<file path="config.mk">
export PLATFORM = sky130hd
export DESIGN_NAME = mux_rr_arbiter
export DESIGN_NICKNAME = d
export VERILOG_FILES = /design/src/rtl/mux_rr_arbiter.sv
export SDC_FILE = /design/constraint.sdc
export NUM_CORES = 1
export LEC_CHECK = 0
export ABC_AREA = 1
export CAP_MARGIN = 10
export CORE_MARGIN = 4
export CORE_UTILIZATION = 56
export DETAILED_ROUTE_END_ITERATION = 7
export DONT_BUFFER_PORTS = 1
export GPL_TIMING_DRIVEN = 0
export PLACE_DENSITY = 0.74
export SETUP_SLACK_MARGIN = 0.5
export SYNTH_ARGS = -nofsm -noshare
export SYNTH_HDL_FRONTEND = slang
export SYNTH_SLANG_ARGS = --single-unit
</file>
<file path="constraint.sdc">
create_clock -name clk -period 2.29 [get_ports clk]
set_input_delay 0.3435 -clock clk [delete_from_list [all_inputs] [get_ports clk]]
set_output_delay 0.3435 -clock clk [all_outputs]
set_load 0.01 [all_outputs]
</file>
<file path="src/rtl/mux_rr_arbiter.sv">
// Round-robin arbiter over eight requesters that owns one grant at a time
// and steers the owner's data bit through a 2:1-tree 8:1 mux.
// A grant ends on release, on the owner dropping its request, or when
// MAX_HOLD cycles have elapsed. Every grant is followed by exactly one
// IDLE cycle before the next arbitration.
// The owner-finished input is named release_i because "release" is a
// reserved word in SystemVerilog.
module mux_rr_arbiter #(
    parameter int unsigned MAX_HOLD = 16
) (
    input  logic       clk,
    input  logic       rst,
    input  logic [7:0] req,
    input  logic       release_i,
    input  logic [7:0] in,
    output logic [7:0] grant,
    output logic [2:0] sel,
    output logic       valid,
    output logic       out
);

    typedef enum logic {
        IDLE  = 1'b0,
        GRANT = 1'b1
    } state_t;

    // Terminal value of hold_cnt: reaching it ends the grant at that edge.
    localparam logic [7:0] HOLD_LAST = 8'(MAX_HOLD - 1);

    state_t     state_q, state_d;
    logic [7:0] grant_q, grant_d;
    logic [2:0] sel_q, sel_d;
    logic       valid_q, valid_d;
    logic [2:0] last_q, last_d;
    logic [7:0] hold_cnt_q, hold_cnt_d;

    // Candidate k is last+1+k (mod 8), so candidate 0 has the highest
    // priority and the previous owner (candidate 7) has the lowest.
    logic [2:0] cand_idx [8];
    logic [7:0] cand_hit;

    for (genvar gi = 0; gi < 8; gi++) begin : g_cand
        assign cand_idx[gi] = last_q + 3'(gi + 1);
        assign cand_hit[gi] = req[cand_idx[gi]];
    end

    logic [2:0] win_idx;

    // Priority pick: scanning from the lowest-priority candidate upward
    // leaves the highest-priority hit as the winner.
    always_comb begin
        win_idx = cand_idx[0];
        for (int k = 7; k >= 0; k--) begin
            if (cand_hit[k]) begin
                win_idx = cand_idx[k];
            end
        end
    end

    logic terminate;
    assign terminate = release_i | ~req[sel_q] | (hold_cnt_q == HOLD_LAST);

    // Next-state and registered-output computation for the IDLE/GRANT FSM.
    always_comb begin
        state_d    = state_q;
        grant_d    = grant_q;
        sel_d      = sel_q;
        valid_d    = valid_q;
        last_d     = last_q;
        hold_cnt_d = hold_cnt_q;
        case (state_q)
            IDLE: begin
                grant_d = 8'h00;
                valid_d = 1'b0;
                if (|req) begin
                    state_d    = GRANT;
                    grant_d    = 8'h01 << win_idx;
                    sel_d      = win_idx;
                    valid_d    = 1'b1;
                    last_d     = win_idx;
                    hold_cnt_d = 8'h00;
                end
            end
            GRANT: begin
                if (terminate) begin
                    // Arbitration is deferred to the following IDLE cycle
                    // even when new requests are already pending.
                    state_d = IDLE;
                    grant_d = 8'h00;
                    valid_d = 1'b0;
                end else begin
                    hold_cnt_d = hold_cnt_q + 8'd1;
                end
            end
            default: begin
                state_d = IDLE;
                grant_d = 8'h00;
                valid_d = 1'b0;
            end
        endcase
    end

    // State register; reset wins over every other input and points last at
    // requester 7 so the first search after reset starts at requester 0.
    always_ff @(posedge clk) begin
        if (rst) begin
            state_q    <= IDLE;
            grant_q    <= 8'h00;
            sel_q      <= 3'd0;
            valid_q    <= 1'b0;
            last_q     <= 3'd7;
            hold_cnt_q <= 8'h00;
        end else begin
            state_q    <= state_d;
            grant_q    <= grant_d;
            sel_q      <= sel_d;
            valid_q    <= valid_d;
            last_q     <= last_d;
            hold_cnt_q <= hold_cnt_d;
        end
    end

    // 8:1 data mux built as three levels of 2:1 muxes on sel bits 0,1,2.
    logic [3:0] mux_l1;
    logic [1:0] mux_l2;
    logic       mux_l3;

    for (genvar gi = 0; gi < 4; gi++) begin : g_mux_l1
        assign mux_l1[gi] = sel_q[0] ? in[2*gi+1] : in[2*gi];
    end

    for (genvar gi = 0; gi < 2; gi++) begin : g_mux_l2
        assign mux_l2[gi] = sel_q[1] ? mux_l1[2*gi+1] : mux_l1[2*gi];
    end

    assign mux_l3 = sel_q[2] ? mux_l2[1] : mux_l2[0];

    assign grant = grant_q;
    assign sel   = sel_q;
    assign valid = valid_q;
    assign out   = valid_q & mux_l3;

endmodule

</file>
==> impl_metrics.tcl <==
set metrics [dict create \
    run_status "finished, final reports clean" \
    critical_path.endpoint_type "flop" \
    ir_drop_mv 1.16 \
    layout-drive-gt1-share 0.425 \
    wl_per_cell_um 14.5 \
    fin_crit_ns 2.19 \
    final-seq-area_um2 493 \
    netlist_area_um2 1900 \
    holdPathStages 2 \
    r2r_cells 20 \
    met2_usage 0.416 \
    synth-compound-area-share 0.133 \
    yosysMostFrequentCell "nand2_1" \
    r2r_setup_slack_ns 0.10 \
    hold_viol 0 \
    multi_input_area_um2 1460 \
    comb_power_share 0.788 \
    n_antenna_cell 0 \
    switching_share 0.552 \
    use_met3 0.0374 \
    slew_violations 0 \
    synth_common_cells "69 x nand2_1, 30 x nand3_1, 26 x nor2_1" \
    via_per_inst 5.53 \
    cts_buffer_depth 2 \
    syn_avg_cell_area_um2 6.70 \
    finClkSkew_ns 0.00667 \
    pwr-share-clk 0.053 \
    async_flop_share 0 \
    rows 20 \
    cts-buffers-inserted 3 \
    grt_busiest_layer "met2" \
    antenna_found_initial 0 \
    clk-insertion-delay-late_ns 0.32 \
    pre_cts_ws_ns 0.0512 \
    synth.area.mux_share 0 \
    netlist.area_leader.share 0.253 \
    setup_violations 0 \
    cts_sinks 24 \
    synth-adder-area-share 0.0198 \
    grt_max_degree 14 \
    cp.arrival_ns 2.45 \
    io_pins 32 \
    finalWirelength_mm 5.08 \
    die_h_um 66.2 \
    grt_pass1_wl_mm 8.17 \
    cp.required_ns 2.55 \
    nNetsFinal 329 \
    fmax_mhz 457 \
    power.share.sequential 0.159 \
    drc 0 \
    synth_warnings 0 \
    syn_to_final_growth_pct 28.5 \
    finalNonFillerCells 350 \
    synth_top_family_by_area "simple AND/OR/NAND/NOR gates" \
    cts_tree "built" \
    fin_setup_tns_ns 0 \
    core_area_um2 3150 \
    p_int_w 0.00182 \
    timing.final.ws_setup_ns 0.101 \
    timing.final.crit_share 0.956 \
    path_max_fanout 6 \
    holdBufCountCts 0 \
    synth_edf_count 0 \
    finalInstanceArea_um2 2440 \
    fp.dieW_um 66.2 \
    synth-simple-area-share 0.476 \
    r2r_end "grant[5]" \
    critical_path_class "flop to flop" \
    p_leak_nw 1.05 \
    drt_pass1_iterations 4 \
    power_per_cell_area_nw_per_um2 1670 \
    num_vias 1936 \
    synthFlopType "dfxtp_1" \
    min-delay-start "rst" \
    dr.first_iter.drc_count 150 \
    grt_pass1_vias 1909 \
    synth_xor_area_frac 0.0132 \
    die-area_um2 4380 \
    cp-start-kind "flop" \
    synthDistinctLibCells 36 \
    syn_nets 305 \
    htreeDepth 1 \
    initial_utilization 0.601 \
    cts_root_buf "clkbuf_4" \
    dp_hpwl_mm 3.26 \
    use_met1 0.275 \
    relSlewSlack 0.615 \
    dp.cells 327 \
    hp-class "input pin to flop" \
    gr-total-overflow 0 \
    synthTopCellsByArea "dfxtp_1 25%, nand2_1 14%, nand3_2 8.4%" \
    port_buffers 0 \
    max_cap_violations 0 \
    place_area_um2 1970 \
    ys_seq_area_frac 0.253 \
    clkTransAtPathRegs_ns 0.12 \
    hold_ws_ns 0.396 \
    worst_slew_pin_slew_ns 0.577 \
    ys_ff_latch 24 \
    rr_startpoint "last_q[0]" \
    hold_end "grant[5]" \
    routabilityCongestion 0.940 \
    grt.total_usage 0.236 \
    drtAntennaViolNets 0 \
    yosysTopAreaCell "dfxtp_1" \
    nFillCells 248 \
    rsz0062_at_grt "yes" \
    p_sw_w 0.00225 \
    synthCells 283 \
]
[stage by stage]
stage               power (W)  utilization
floorplan             0.00279            -
finish                0.00407        0.773
CTS                   0.00380        0.720
global placement      0.00316        0.626
detailed placement    0.00318        0.626
global route          0.00448        0.773
[power by group through the flow]
stage	clock network, W	registers, W	logic, W
after floorplan	0	0.000621	0.00217
after global placement	0	0.000641	0.00252
after detailed placement	0	0.000643	0.00254
after CTS	0.000223	0.000643	0.00294
after global routing	0.000243	0.000660	0.00358
final	0.000217	0.000646	0.00320
[sequential cells by signal, summed over array words and instances, names as in the netlist]
register and cells:
grant 8, last_q 3, hold_cnt_q 8, sel 3, state_q 1, valid 1
[area by class of cell]
class	count	share of cell area
Sequential cell	24	0.202
Buffer	7	0.0282
Timing Repair Buffer	19	0.0632
Clock buffer	4	0.0149
Multi-Input combinational cell	215	0.601
Inverter	37	0.0678
Tap cell	44	0.0226
[layout by cell type (no fill, tap or decap), drive strengths merged]
master,netlist,final
nand2,85,85
nand3,47,47
inv,36,36
nor2,29,29
dfxtp,24,24
buf,5,24
a21oi,22,22
o21ai,8,8
nor3,7,7
clkbuf,2,6
ha,3,3
o32ai,2,2
xor2,2,2
o211ai,2,2
o21bai,2,2
o221ai,2,2
nand4,1,1
nor3b,1,1
clkinvlp,0,1
a211oi,1,1
o21a,1,1
[per-layer routing]
metal | up-vias | part of all wire
met3 | 15 | 0.036
met5 | - | 0
met2 | 53 | 0.50
met4 | 0 | 0.028
li1 | 970 | -
met1 | 898 | 0.44
[worst max-delay path, cell delays in order, from the launching register on]
cell	delay, ns
dfxtp_2	0.36
buf_6	0.11
inv_4	0.03
buf_12	0.11
ha_4	0.34
nand3_4	0.11
nand3_4	0.11
nand2_4	0.06
inv_2	0.05
nand2_1	0.04
nand2_1	0.05
nand2_1	0.04
nand2_1	0.05
nand2_1	0.05
nand2_2	0.08
nand2_2	0.05
nand2_2	0.07
nand2_4	0.09
nor2_4	0.14
nand2_2	0.07
a21oi_2	0.12
[kinds of logic (layout without fill, tap and decap cells)]
logic type / count (synthesis) / count (layout)
compound gates: 40 / 40
flops: 24 / 24
fa+ha+maj: 3 / 3
xor+xnor: 2 / 2
buf+inv: 44 / 67
simple gates: 170 / 170
[worst max path at each step]
stage,from,endpoint,slack [ns]
2_1_floorplan,last_q[0],last_q[0],0.27
3_3_place_gp,last_q[1],sel[0],0.05
3_5_place_dp,last_q[0],grant[7],0.05
4_1_cts,last_q[0],grant[3],0.16
5_1_grt,last_q[0],grant[1],-0.09
6_report,last_q[0],grant[5],0.10
[repair_timing]
item	CTS	global route
setup endpoints to repair	21	20
resized for setup	39	38
cloned	1	0
pin swaps	23	22
setup buffers	15	3
No activity file was read; power rests on OpenSTA's default activity.
